==> src/rtl/param_memory_pkg.sv <==
// ---------------------------------------------------------------------------
// param_memory_pkg
//   Shared constants for param_memory: FSM state encoding and default
//   parameter values. Imported by the memory top and by anything that needs
//   to agree with its encoding.
// ---------------------------------------------------------------------------
package param_memory_pkg;

    // Two-state sweep FSM. Kept as plain 1-bit constants so the encoding is
    // fixed and visible to legacy tools that do not handle enums well.
    localparam logic [0:0] ST_CLEAR = 1'b0;
    localparam logic [0:0] ST_IDLE  = 1'b1;

    // Default parameter values for param_memory.
    localparam int DEF_DATA_W   = 8;
    localparam int DEF_ADDR_W   = 8;
    localparam int DEF_INIT_VAL = 0;

endpackage : param_memory_pkg

==> src/rtl/param_memory.sv <==
// ---------------------------------------------------------------------------
// param_memory
//   Single-port word memory (2**ADDR_W x DATA_W) that clears itself to
//   INIT_VAL with a one-word-per-cycle sweep after reset and on request.
//
//   Ports
//     clk        in   clock, all state changes on rising edge
//     rst_n      in   asynchronous active-low reset
//     req        in   access request (ignored while busy)
//     we         in   1 = write, 0 = read, qualified by req
//     addr       in   word address [ADDR_W]
//     in         in   write data [DATA_W]
//     clr        in   start a clear sweep (wins over a same-cycle req)
//     out        out  registered read data [DATA_W], holds between reads
//     out_valid  out  one-cycle pulse, cycle after an accepted read
//     busy       out  high while the clear sweep runs
//
//   The array, counter and FSM are intentionally kept in this one module so
//   that the array maps onto a single-port RAM: there is exactly one write
//   port (muxed between sweep and user write) and one synchronous read.
// ---------------------------------------------------------------------------
module param_memory
    import param_memory_pkg::*;
#(
    parameter int                DATA_W   = DEF_DATA_W,
    parameter int                ADDR_W   = DEF_ADDR_W,
    parameter logic [DATA_W-1:0] INIT_VAL = DATA_W'(DEF_INIT_VAL)
) (
    input  logic              clk,
    input  logic              rst_n,
    input  logic              req,
    input  logic              we,
    input  logic [ADDR_W-1:0] addr,
    input  logic [DATA_W-1:0] in,
    input  logic              clr,
    output logic [DATA_W-1:0] out,
    output logic              out_valid,
    output logic              busy
);

    localparam int               DEPTH    = 1 << ADDR_W;
    localparam logic [ADDR_W-1:0] LAST_ADR = '1;

    logic [DATA_W-1:0] r_mem [DEPTH];
    logic [0:0]        r_state;
    logic [ADDR_W-1:0] r_cnt;
    logic [DATA_W-1:0] r_out;
    logic              r_out_valid;

    logic              w_clear;
    logic              w_idle;
    logic              w_rd;
    logic              w_wr;
    logic              w_mem_we;
    logic [ADDR_W-1:0] w_mem_addr;
    logic [DATA_W-1:0] w_mem_din;

    assign w_clear = (r_state == ST_CLEAR);
    assign w_idle  = (r_state == ST_IDLE);

    // clr takes priority over a same-cycle access; nothing is accepted
    // while the sweep is running.
    assign w_rd = w_idle & req & ~we & ~clr;
    assign w_wr = w_idle & req &  we & ~clr;

    // Single write port shared by the sweep and user writes.
    assign w_mem_we   = w_clear | w_wr;
    assign w_mem_addr = w_clear ? r_cnt    : addr;
    assign w_mem_din  = w_clear ? INIT_VAL : in;

    // Array has no reset: its contents are defined only by the sweep.
    always_ff @(posedge clk) begin
        if (w_mem_we) begin
            r_mem[w_mem_addr] <= w_mem_din;
        end
    end

    // FSM, sweep counter and read register.
    always_ff @(posedge clk or negedge rst_n) begin
        if (!rst_n) begin
            r_state     <= ST_CLEAR;
            r_cnt       <= '0;
            r_out       <= '0;
            r_out_valid <= 1'b0;
        end else begin
            r_out_valid <= w_rd;
            if (w_rd) begin
                r_out <= r_mem[addr];
            end

            if (w_clear) begin
                // Counter wraps naturally from LAST_ADR to 0 as we leave.
                r_cnt <= r_cnt + 1'b1;
                if (r_cnt == LAST_ADR) begin
                    r_state <= ST_IDLE;
                end
            end else if (clr) begin
                r_state <= ST_CLEAR;
                r_cnt   <= '0;
            end
        end
    end

    assign out       = r_out;
    assign out_valid = r_out_valid;
    assign busy      = w_clear;

endmodule : param_memory

==> config.mk <==
export PLATFORM = sky130hd
export DESIGN_NAME = param_memory
export DESIGN_NICKNAME = d
export VERILOG_FILES = /design/src/rtl/param_memory_pkg.sv /design/src/rtl/param_memory.sv
export SDC_FILE = /design/constraint.sdc
export NUM_CORES = 2
export LEC_CHECK = 0
export ABC_AREA = 0
export BUFFER_PORTS_ARGS = -buffer_cell sky130_fd_sc_hd__buf_2
export CORE_AREA = 4 4 430 432
export CTS_CLUSTER_SIZE = 8
export DETAILED_ROUTE_END_ITERATION = 7
export DIE_AREA = 0 0 434 436
export SLEW_MARGIN = 15
export SYNTH_ARGS = -nofsm -noshare
export SYNTH_HDL_FRONTEND = slang
export SYNTH_SLANG_ARGS = --single-unit
==> constraint.sdc <==
create_clock -name clk -period 12.1 [get_ports clk]
set_clock_uncertainty 0.05 [all_clocks]
set_input_delay 1.815 -clock clk [delete_from_list [all_inputs] [get_ports clk]]
set_output_delay 1.815 -clock clk [all_outputs]
set_load 0.01 [all_outputs]
==> metrics <==
worst hold margin=roughly 0.53 ns; wire length per cell=34.1 um; dpl cell area=around 83000 um^2; layout cells sized above 1=0.184; hold path depth=1; HP Class=reg2reg; Crit. End Element=flip-flop; Synth Instances=~4000; Clock H-tree levels=5; Startpoint Class=input pin; first-pass GRT wire length=around 320000 um; Synth top area share=0.759; GRT overflow=0; drc violations=0; CTS tree=built; Peak VDD IR=about 140 uV; clk slew on worst S/H paths=~0.06 ns; status=finished, final reports clean; 1st-iter DRT viols=roughly 5300; hold_sp=r_cnt[7]$_DFFE_PN0P_; yosys warns=0; Worst R2R Start=r_state$_DFF_PN0_; CP max stage delay=about 0.84 ns; number of routed nets with antenna violations=0; syn_nets=roughly 4000; DR vias=approximately 42000; initial antenna violation count=8; area grow syn2layout=12.6%; largest net degree at the start of global routing=189; crit-path cells=buf_8 > buf_12 > buf_4 > mux2i_1 > o221ai_1 > a21oi_1 > a311oi_1 > nand4_1 > o211ai_1; WHS Endpoint=r_cnt[7]$_DFFE_PN0P_; hold buffer count at CTS=0; setup TNS=0 ns; DRT Pass-1 Iters=5; max-slew violations=0; most common cell in the netlist=edfxtp_1; Die Ht=436 um; top cells by count, synth=2048 x edfxtp_1, 383 x mux2i_1, 312 x mux4_2; Fin. Hold Viols=0; min Tclk post-route=5.73 ns; Max Cap Violations=0; IO buf count=30; CP max FO=98; Clk Latency, worst-skew pair=0.91 ns; final setup vio count=0; Site Rows=~160; Worst Path Required=roughly 13 ns; vias in the first global route=roughly 42000; #FFs+latches synth=around 2100; Post-synth EDFFs=2048; Post-synth ARST share=0.00871; DR vias/cell=around 6.3; RR Endpoint=r_mem[234][1]$_DFFE_PP_; distinct cell type count after synthesis=75; Routability Congestion=0.905; Total Power=~17000 uW; worst reg-to-reg path cell count=5; fin area=91300 um^2; relative slew slack=0.177; leakage=0.0297 uW; post-CTS sizing=0; top post-synthesis cells by area=edfxtp_1 76%, mux4_2 8.7%, mux2i_1 4.7%, nor2_1 1.4%, o22ai_1 0.93%; Slowest cell on crit path=buf_4; post-CTS setup buffers=0; Root Buffer=clkbuf_16; Total GRT Usage=0.240; # fillers=between 10000 and 15000; post-DP HPWL=around 140000 um; post-route setup slack=6.37 ns; core area=around 180000 um^2; die area=between 150000 and 200000 um^2; Starting Density=0.449; ys flop type=edfxtp_1; Fmax=175 MHz; fin crit share=0.474; Nets=around 4300; die width=434 um; WS Path Type=in2reg; Routed WL=between 200000 and 250000 um; syn avg cell area=19.8 um^2; clock buffer depth=4; clk sink count=2066; sequential element share of the synthesized area=0.764; R2R setup slack=roughly 7 ns; synthesized area=81100 um^2; CTS Buf Count=approximately 310; RSZ-0062 raised after global routing=false; Setup Slack @ Placement=5.64 ns; I/O pins=31; arrival time worst endpoint=about 6.5 ns; Yosys top cell by area=edfxtp_1; worst-margin pin slew=1.23 ns; Power Density=around 180 nW/um^2
-- report_power, final --
| group | switching (uW) | internal [uW] | total, uW |
|---|---|---|---|
| clock | 2830 | 4540 | 7370 |
| sequential | 64.4 | 7960 | 8020 |
| combinational | 880 | 305 | 1180 |
| total | 3780 | 12800 | 16600 |
-- worst max path at each step --
| stage | from | to | slack, ns | depth (start not counted) |
|---|---|---|---|---|
| 2_1_floorplan | in[0] | r_mem[0][0]$_DFFE_PP_ | 6.14 | 1 |
| 3_3_place_gp | addr[0] | out[3]$_DFFE_PN0P_ | 5.60 | 9 |
| 3_5_place_dp | addr[0] | out[3]$_DFFE_PN0P_ | 5.64 | 9 |
| 4_1_cts | addr[0] | out[3]$_DFFE_PN0P_ | 6.60 | 9 |
| 5_1_grt | addr[0] | out[3]$_DFFE_PN0P_ | 6.32 | 9 |
| 6_report | addr[0] | out[3]$_DFFE_PN0P_ | 6.37 | 9 |
-- final cells by class --
type	count	area, um^2	share of cell area
diodes	4	10.0	0.000110
clock buffers	349	7950	0.0870
clock inverters	6	51.3	0.000562
multi-input cells	1773	17400	0.191
inverters	10	40.0	0.000438
well taps	2370	2970	0.0325
flip-flops and latches	2066	61900	0.678
repair buffers	124	938	0.0103
-- worst max-delay path: cells and delay by family --
family / cells / cell delay (ns)
AOI/OAI and AO/OA: 4 / 1.66
buffers and inverters: 3 / 1.96
muxes: 1 / 0.19
and+or+nand+nor: 1 / 0.57
-- cells in the final DEF, fill, tap and decap left out, types with 5 or more instances in the layout --
cell type	count
buf_4	90
o221ai_1	58
and2_4	8
nand2_1	129
nand3_1	45
edfxtp_1	2048
a221oi_1	21
o22ai_1	121
a221o_1	13
a22oi_1	44
o21ai_0	42
nor2_1	288
mux4_2	312
o21a_1	8
a31oi_1	18
nand4_1	6
mux2i_1	383
o211ai_1	8
nor3_1	22
nand3b_1	5
buf_2	26
clkbuf_16	312
a211oi_1	51
nor2_2	6
clkbuf_1	37
inv_1	6
mux4_1	18
a22o_1	5
a32o_1	5
a2111oi_0	15
o21ai_1	6
a21oi_1	58
dfrtp_1	18
-- metal layers --
metal	up-vias	global-route usage	share of wire
met5	-	0	0.00016
met4	6	0.0911	0.040
li1	17200	-	-
met1	22400	0.334	0.40
met3	446	0.0569	0.092
met2	2281	0.368	0.47
-- state kept, by name, summed over array words and instances (netlist names) --
name,count
out,8
r_cnt,8
r_state,1
r_mem,2048
out_valid,1
-- through the flow --
stage | std cells | utilization
floorplan | 4096 | -
global placement | 6343 | 0.461
detailed placement | 6343 | 0.461
CTS | 6698 | 0.506
global route | 6698 | 0.506
finish | 6702 | 0.506
-- logic make-up after synthesis --
family,count (synthesis),synth area share
AO/OA/AOI/OAI,503,0.0441
buffers and inverters,257,0.0222
multiplexers,717,0.140
AND/OR/NAND/NOR,549,0.0288
flip-flops,2066,0.764
XOR/XNOR,3,0.000324
adder cells (fa/ha/maj),1,0.000154
(Power assumes the default switching activity.)
